===== config.mk =====
export PLATFORM = sky130hd
export DESIGN_NAME = i2s_dma_sequencer
export DESIGN_NICKNAME = d
export VERILOG_FILES = /design/src/rtl/i2s_dma_sequencer.sv
export SDC_FILE = /design/constraint.sdc
export NUM_CORES = 1
export LEC_CHECK = 0
export ABC_AREA = 1
export CORE_MARGIN = 2
export CORE_UTILIZATION = 39
export DETAILED_ROUTE_END_ITERATION = 16
export MAX_ROUTING_LAYER = met4
export PLACE_DENSITY_LB_ADDON = 0.08
export SYNTH_ARGS = -nofsm -noshare
export SYNTH_HDL_FRONTEND = slang
export SYNTH_SLANG_ARGS = --single-unit

===== constraint.sdc =====
create_clock -name clk -period 4.65 [get_ports clk]
set_input_delay 0.465 -clock clk [delete_from_list [all_inputs] [get_ports clk]]
set_output_delay 0.465 -clock clk [all_outputs]
set_load 0.01 [all_outputs]

===== src/rtl/i2s_dma_sequencer.sv =====
// i2s_dma_sequencer: Wishbone read sequencer refilling the I2S controller from a circular buffer.
// Optional buffer-progress interrupt is built only when I2S_DMA_IRQ_EN is defined.
module i2s_dma_sequencer #(
  parameter int ADDR_WIDTH = 32,
  parameter int SIZE_WIDTH = 24
) (
  input  logic                  clk,
  input  logic                  rst,
  input  logic                  enable,
  input  logic [ADDR_WIDTH-1:0] base_address,
  input  logic [SIZE_WIDTH-1:0] buffer_size,
  input  logic                  request_data,
  input  logic [SIZE_WIDTH-1:0] request_size,
  output logic                  request_finished,
  output logic [31:0]           memory_data,
  output logic                  memory_data_strobe,
  output logic                  m_cyc,
  output logic                  m_stb,
  output logic                  m_we,
  output logic [3:0]            m_sel,
  output logic [ADDR_WIDTH-1:0] m_adr,
  input  logic [31:0]           m_dat_i,
  input  logic                  m_ack,
  output logic                  busy,
  output logic [SIZE_WIDTH-1:0] read_pointer,
  output logic                  irq
);
  typedef enum logic [2:0] {IDLE, SETUP, STROBE, WAIT_ACK, GAP, FINISH} state_t;
  state_t r_state, w_next;
  logic [SIZE_WIDTH-1:0] r_count;
  logic [SIZE_WIDTH:0]   w_inc;
  logic [SIZE_WIDTH-1:0] w_ptr_next;
  logic                  w_beat;
  logic                  w_last;
  assign w_beat     = (r_state == WAIT_ACK) && m_ack;
  assign w_last     = (r_count == SIZE_WIDTH'(1)) || !enable;
  assign w_inc      = {1'b0, read_pointer} + {{SIZE_WIDTH{1'b0}}, 1'b1};
  // >= rather than == so a buffer shrunk below the pointer still wraps
  assign w_ptr_next = (w_inc >= {1'b0, buffer_size}) ? '0 : w_inc[SIZE_WIDTH-1:0];
  assign busy       = r_state != IDLE;
  assign m_we       = 1'b0;
  assign m_sel      = m_stb ? 4'hF : 4'h0;
  always_ff @(posedge clk)
    r_state <= rst ? IDLE : w_next;
  always_comb begin
    w_next = r_state;
    case (r_state)
      IDLE:     w_next = (request_data && enable) ? SETUP : IDLE;
      SETUP:    w_next = (r_count == '0 || buffer_size == '0) ? FINISH : STROBE;
      STROBE:   w_next = WAIT_ACK;
      WAIT_ACK: w_next = m_ack ? (w_last ? FINISH : GAP) : WAIT_ACK;
      GAP:      w_next = STROBE;
      FINISH:   w_next = IDLE;
      default:  w_next = IDLE;
    endcase
  end
  always_ff @(posedge clk) begin
    if (rst) begin
      r_count            <= '0;
      read_pointer       <= '0;
      memory_data        <= '0;
      memory_data_strobe <= 1'b0;
      request_finished   <= 1'b0;
      m_cyc              <= 1'b0;
      m_stb              <= 1'b0;
      m_adr              <= '0;
    end else begin
      memory_data_strobe <= w_beat;
      request_finished   <= r_state == FINISH;
      if (r_state == IDLE && request_data && enable) r_count <= request_size;
      if (r_state == IDLE && !enable) read_pointer <= '0;
      if (r_state == SETUP && w_next == STROBE) begin
        m_cyc <= 1'b1;
        m_stb <= 1'b1;
        m_adr <= base_address + ADDR_WIDTH'(read_pointer);
      end
      if (r_state == GAP) m_stb <= 1'b1;
      if (w_beat) begin
        memory_data  <= m_dat_i;
        r_count      <= r_count - SIZE_WIDTH'(1);
        read_pointer <= w_ptr_next;
        m_stb        <= 1'b0;
        m_adr        <= w_last ? m_adr : base_address + ADDR_WIDTH'(w_ptr_next);
      end
      if (r_state == FINISH) m_cyc <= 1'b0;
    end
  end
`ifdef I2S_DMA_IRQ_EN
  // half-point and wrap can coincide only for size 1, giving one pulse
  always_ff @(posedge clk)
    irq <= rst ? 1'b0 : w_beat && (w_ptr_next == (buffer_size >> 1) || w_ptr_next == '0);
`else
  assign irq = 1'b0;
`endif
endmodule


Yosys cells after proc, flatten, opt, wreduce, memory -nomap -nowiden

Index checks and enable logic that the tools add are counted.

Register bits: 119
Input bits: 117
Output and inout bits: 99
Word-level logic and storage cells: 58

$add $sub $neg: 4
Magnitude comparators: 1
Equality and inequality tests: 8
Multiplexer cells: 16
Reduce and logical (&&, ||, !) cells: 20

Operator list:

| cell                  | number |
|---|---|
| $mux 24               | 5 |
| $mux 32               | 3 |
| $add 32x24->32        | 2 |
| $logic_not 24->1      | 2 |
| $add 24x1->25 const B | 1 |
| $ge 25x24->1          | 1 |
| $eq 24x1->1 const B   | 1 |
| $sub 24x1->24 const B | 1 |
| $pmux 3 s5            | 1 |
| $eq 3x2->1 const B    | 3 |
| $reduce_bool 2->1     | 4 |
| $eq 3x3->1 const B    | 2 |
| $logic_and 1x1->1     | 6 |
| $mux 3                | 2 |
| $mux 1                | 4 |
| $mux 4                | 1 |
| $reduce_or 2->1       | 2 |
| $eq 3x1->1 const B    | 1 |
| $logic_not 3->1       | 1 |
| $reduce_bool 3->1     | 1 |
| $logic_or 1x1->1      | 2 |
| $ne 2x2->1 const B    | 1 |
| $reduce_and 2->1      | 1 |
| $logic_not 1->1       | 1 |

Depth between registers and ports, before layout

Word-level depth: 9
Gate-level depth with buffers: 34
Depth with buffers taken out: 34

Worst setup path after synthesis

OpenSTA, ideal clock, no wires.

Kind: flip-flop to flip-flop
Start: register read_pointer[0]
End: register m_adr[30]
Setup time: 109 ps
Arrival time: 4055 ps
Required time: 4541 ps
Path slack: 486 ps
Stages on the path, launching flop included: 31
Path buffers: 0
Period minus slack after synthesis: 4164 ps
Cell sequence: dfxtp_1 ha_1 nand2_1 nor2_2 nand2_1 nor2_1 xor2_1 inv_1 ha_1 nand2_1 nor2_1 nor3b_1 nand2_1 nand2_1 nand2_1 nand2_1 nand2_4 nand3_1 o21ai_0 ha_1 fa_1 nand3_1 nand3_1 a21oi_1 o21ai_0 nand3_1 nand2_1 nand2_1 nand3_1 nand2_1 inv_1

Longest elaborated chain between the ends: 6
Elaborated cells on any way between the ends: 8
Those cells by class: 3 x add/sub; 1 x order compare; 4 x mux

Ends and longest elaborated chain:

| what                   | line | source |
|---|---|---|
| start, declared        | 25   | `output logic [SIZE_WIDTH-1:0] read_pointer,` |
| start signal, assigned | 81   | `read_pointer <= w_ptr_next;` |
| $add 24x1->25          | 37   | `assign w_inc = {1'b0, read_pointer} + {{SIZE_WIDTH{1'b0}}, 1'b1};` |
| $ge 25x24->1           | 39   | `assign w_ptr_next = (w_inc >= {1'b0, buffer_size}) ? '0 : w_inc[SIZE_WIDTH-1:0];` |
| $mux 24                | 39   |  |
| $add 32x24->32         | 83   | `m_adr <= w_last ? m_adr : base_address + ADDR_WIDTH'(w_ptr_next);` |
| $mux 32                | 83   |  |
| $mux 32 *              | 78   | `if (w_beat) begin` |
| end signal, assigned   | 75   | `m_adr <= base_address + ADDR_WIDTH'(read_pointer);` |
| end signal, assigned   | 83   |  |
| end, declared          | 21   | `output logic [ADDR_WIDTH-1:0] m_adr,` |

Every way passes the cells marked *; elsewhere a longest branch is shown, timed or not. The select of a mux whose other input is x is not followed.
A chain may end at the register's enable or synchronous reset.

Final worst setup path

Start: register read_pointer[6]
End: register m_adr[23]

Same word-level chain as after synthesis.

==> flow_summary.ini <==
[worst_setup_path]
timing.rr.end = m_adr[23]$_SDFFE_PP0P_
crit_path_end = m_adr[23]$_SDFFE_PP0P_
r2r-start = read_pointer[6]$_SDFFE_PP0P_
required_ns = 4.97
reg2reg_slack_ns = 0.25
cp_slowest_cell = ha_2
critPathLaunchType = register
max_stage_delay_ns = 0.41
worst_path_most_repeated_cell = nand2_1
critical_path_class = reg -> reg
critPathArrivalTime_ns = 4.72
crit_path_end_kind = register
startpoint = read_pointer[6]$_SDFFE_PP0P_
worstPathMaxFanout = 7
reg2regPathDepth = 31

[floorplanning]
fp.dieH_microns = 154
rows = 55
initial_core_util_pct = 39.4
num_io_pins = 216
core_sq_um = 22400
die_area_sq_um = 23900
die_x_microns = 154

[synth]
seq_area_frac_synth_pct = 27.0
syn_area_per_cell_sq_um = 6.22
postSynthCellCount = 1419
synth_top_flop_cell = dfxtp_1
synth-edff-count = 0
yosys_warnings = 0
async_flop_share_pct = 0
synth-seq-cells = 119
yosysUniqueCellTypes = 51
synth_area_sq_um = 8830

[sta]
period_needed_ns = 4.40
maxSlewViolCount = 0
rsz0062_at_grt = yes
finalCritPeriodShare_pct = 94.5
hold_violations = 0
slew_headroom_pct = 43.0
max_freq_mhz = 228
skew_ns = 0.0143
tightest_slew_ns = 0.854
setup_violations = 0
setup_slack_ns = 0.255

[grt]
grt_first_pass_wirelength_microns = 48700
antenna_found_initial = 0
grt_pass1_vias = 9475
grt_usage_pct = 26.3
grt_max_degree = 71
overflow = 0

[cts]
cts_tree = built
cts_buffers = 17
worstSkewPairLatency_ns = 0.43
root_buffer = clkbuf_16
h-tree-depth = 4
clock_sinks = 119
clockBufferDepth = 2
holdBufCountCts = 0
path_clk_slew_ns = 0.07

[drt]
drt_wl_total_microns = 31700
viasPerCell = 4.99
drc = 0
num_vias = 10147
drtPass1Iterations = 6
drt-initial-drc-count = 673
ant_nets = 0
wl_per_cell_microns = 15.6

[finish]
fin_area_sq_um = 13000
fill_cells = 2198
antenna_cells = 0
final_common_cell = nand2_1
area_delta_synth_final_pct = 47.6
mostFrequentLayoutCells = 369 x nand2_1, 212 x clkdlybuf4s50_1, 193 x inv_1
final_nets = 1905
drive_gt1_share_pct = 17.7

[power_and_ir_drop]
leakage_nw = 6.21
comb_power_share_pct = 26.2
pwr_density_cell_nw_per_um2 = 258
p_clk_share_pct = 39.1
seqPwrFrac_pct = 34.7
switchingPower_mw = 1.15
ir_drop_mv = 0.210
switching_share_pct = 34.2
intPower_mw = 2.21

[min_path]
hp-class = reg -> reg

[status]
status = complete, no violations

[placed_design]
hpwl_microns = 23700
dpl-instance-area_sq_um = 11800
preCtsSetupSlack_ns = -0.368
io_buffers = 213
gp_congestion = 0.957

[flow_run]
drv_cap = 0
==> power groups by stage <==
| stage | Sequential, mW | Combinational [mW] | Clock, mW |
|---|---|---|---|
| final | 1.17 | 0.881 | 1.31 |
| after global routing | 1.18 | 0.982 | 1.38 |
| after CTS | 1.17 | 0.876 | 1.34 |
| after detailed placement | 1.19 | 0.867 | 0 |
| after global placement | 1.19 | 0.864 | 0 |
| after floorplan | 1.21 | 0.483 | 0 |
==> worst min-delay path by stage <==
stage	startpoint	end	slack (ns)	cells past startpoint
CTS	m_adr[1]$_SDFFE_PP0P_	m_adr[1]$_SDFFE_PP0P_	0.47	2
global route	m_cyc$_SDFFE_PP0P_	m_cyc$_SDFFE_PP0P_	0.48	2
detailed placement	m_cyc$_SDFFE_PP0P_	m_cyc$_SDFFE_PP0P_	0.46	2
floorplan	r_count[7]$_SDFFE_PP0P_	r_count[7]$_SDFFE_PP0P_	0.47	2
global placement	m_adr[1]$_SDFFE_PP0P_	m_adr[1]$_SDFFE_PP0P_	0.45	2
finish	m_adr[1]$_SDFFE_PP0P_	m_adr[1]$_SDFFE_PP0P_	0.47	2
==> through the flow <==
stage	std cells	hold slack (ns)	util, %	total power, mW	TNS (ns)
3_5_place_dp	1976	0.458	52.8	2.05	-6.64
4_1_cts	2013	0.469	55.6	3.39	0
2_1_floorplan	1420	0.470	-	1.69	0
3_3_place_gp	1976	0.453	52.8	2.05	-4.99
6_report	2034	0.465	58.1	3.36	0
5_1_grt	2034	0.484	58.1	3.54	-0.774
==> synthesized netlist by cell type (2+ instances only) <==
cell | count | area (sq um)
nor3_1 | 22 | 110
nor2_2 | 7 | 43.8
xor2_1 | 28 | 245
clkbuf_1 | 19 | 71.3
buf_2 | 12 | 60.1
nor2_4 | 3 | 33.8
nand2_2 | 7 | 43.8
or2_2 | 2 | 12.5
a211oi_1 | 4 | 30.0
xnor2_1 | 5 | 43.8
nand2_4 | 2 | 22.5
a31oi_1 | 5 | 31.3
o21bai_1 | 5 | 37.5
nand2_1 | 381 | 1430
nor4_1 | 5 | 31.3
a21oi_1 | 81 | 405
ha_1 | 51 | 638
inv_1 | 196 | 736
buf_4 | 8 | 60.1
buf_6 | 8 | 90.1
a21boi_0 | 4 | 30.0
a21o_1 | 2 | 15.0
o211ai_1 | 6 | 45.0
nor2_1 | 164 | 616
inv_2 | 12 | 45.0
o21ai_0 | 44 | 220
nand3_2 | 12 | 120
nand4_1 | 21 | 131
nand3_1 | 127 | 636
o221ai_1 | 2 | 17.5
o21ai_1 | 22 | 110
nor3_2 | 3 | 30.0
nand3b_1 | 13 | 97.6
dfxtp_1 | 119 | 2380
==> state kept, by name (all words and copies together) (netlist names) <==
signal	flops
m_adr	32
m_cyc	1
m_stb	1
memory_data	32
memory_data_strobe	1
r_count	24
r_state	3
read_pointer	24
request_finished	1
==> worst max-delay path, delay by kind of cell (launching register included) <==
| kind | cells | cell delay [ns] |
|---|---|---|
| simple gates | 19 | 2.02 |
| xor+xnor | 1 | 0.22 |
| buf+inv | 6 | 0.66 |
| fa+ha+maj | 2 | 0.70 |
| compound gates | 3 | 0.33 |
| flops | 1 | 0.35 |
==> final cells by class <==
type	count	area (sq um)	share of cell area (%)
Clock inverter	15	151	1.16
Multi-Input combinational cell	1044	5760	44.2
Sequential cell	119	2390	18.4
Inverter	211	800	6.13
Timing Repair Buffer	343	3150	24.2
Tap cell	285	357	2.74
Clock buffer	17	425	3.26
==> logic make-up (layout without fill, tap and decap cells) <==
group                      after synthesis  count (layout)  share of synthesized area, %
AOI/OAI and AO/OA                      182             182                          11.3
and+or+nand+nor                        773             775                          38.5
xor gates and xnor gates                33              33                          3.27
buffers and inverters                  259             586                          12.4
other                                    1               2                        0.0425
adders and majority gates               52              52                          7.45
DFF                                    119             119                          27.0
==> what timing repair did <==
item | CTS | global route
resized for setup | 3 | 121
buffers inserted | 5 | 18
gates cloned | 0 | 3
endpoints found under the setup margin | 25 | 27
pin swaps | 4 | 37
==> layer usage <==
| metal | GRT usage (%) | vias up | wire, microns |
|---|---|---|---|
| li1 | - | 5182 | - |
| met1 | 34.1 | 4619 | 14600 |
| met2 | 42.5 | 300 | 14800 |
| met3 | 4.09 | 46 | 1540 |
| met4 | 7.67 | 0 | 768 |
| met5 | - | - | 0 |
No activity file was read; power rests on OpenSTA's default activity.
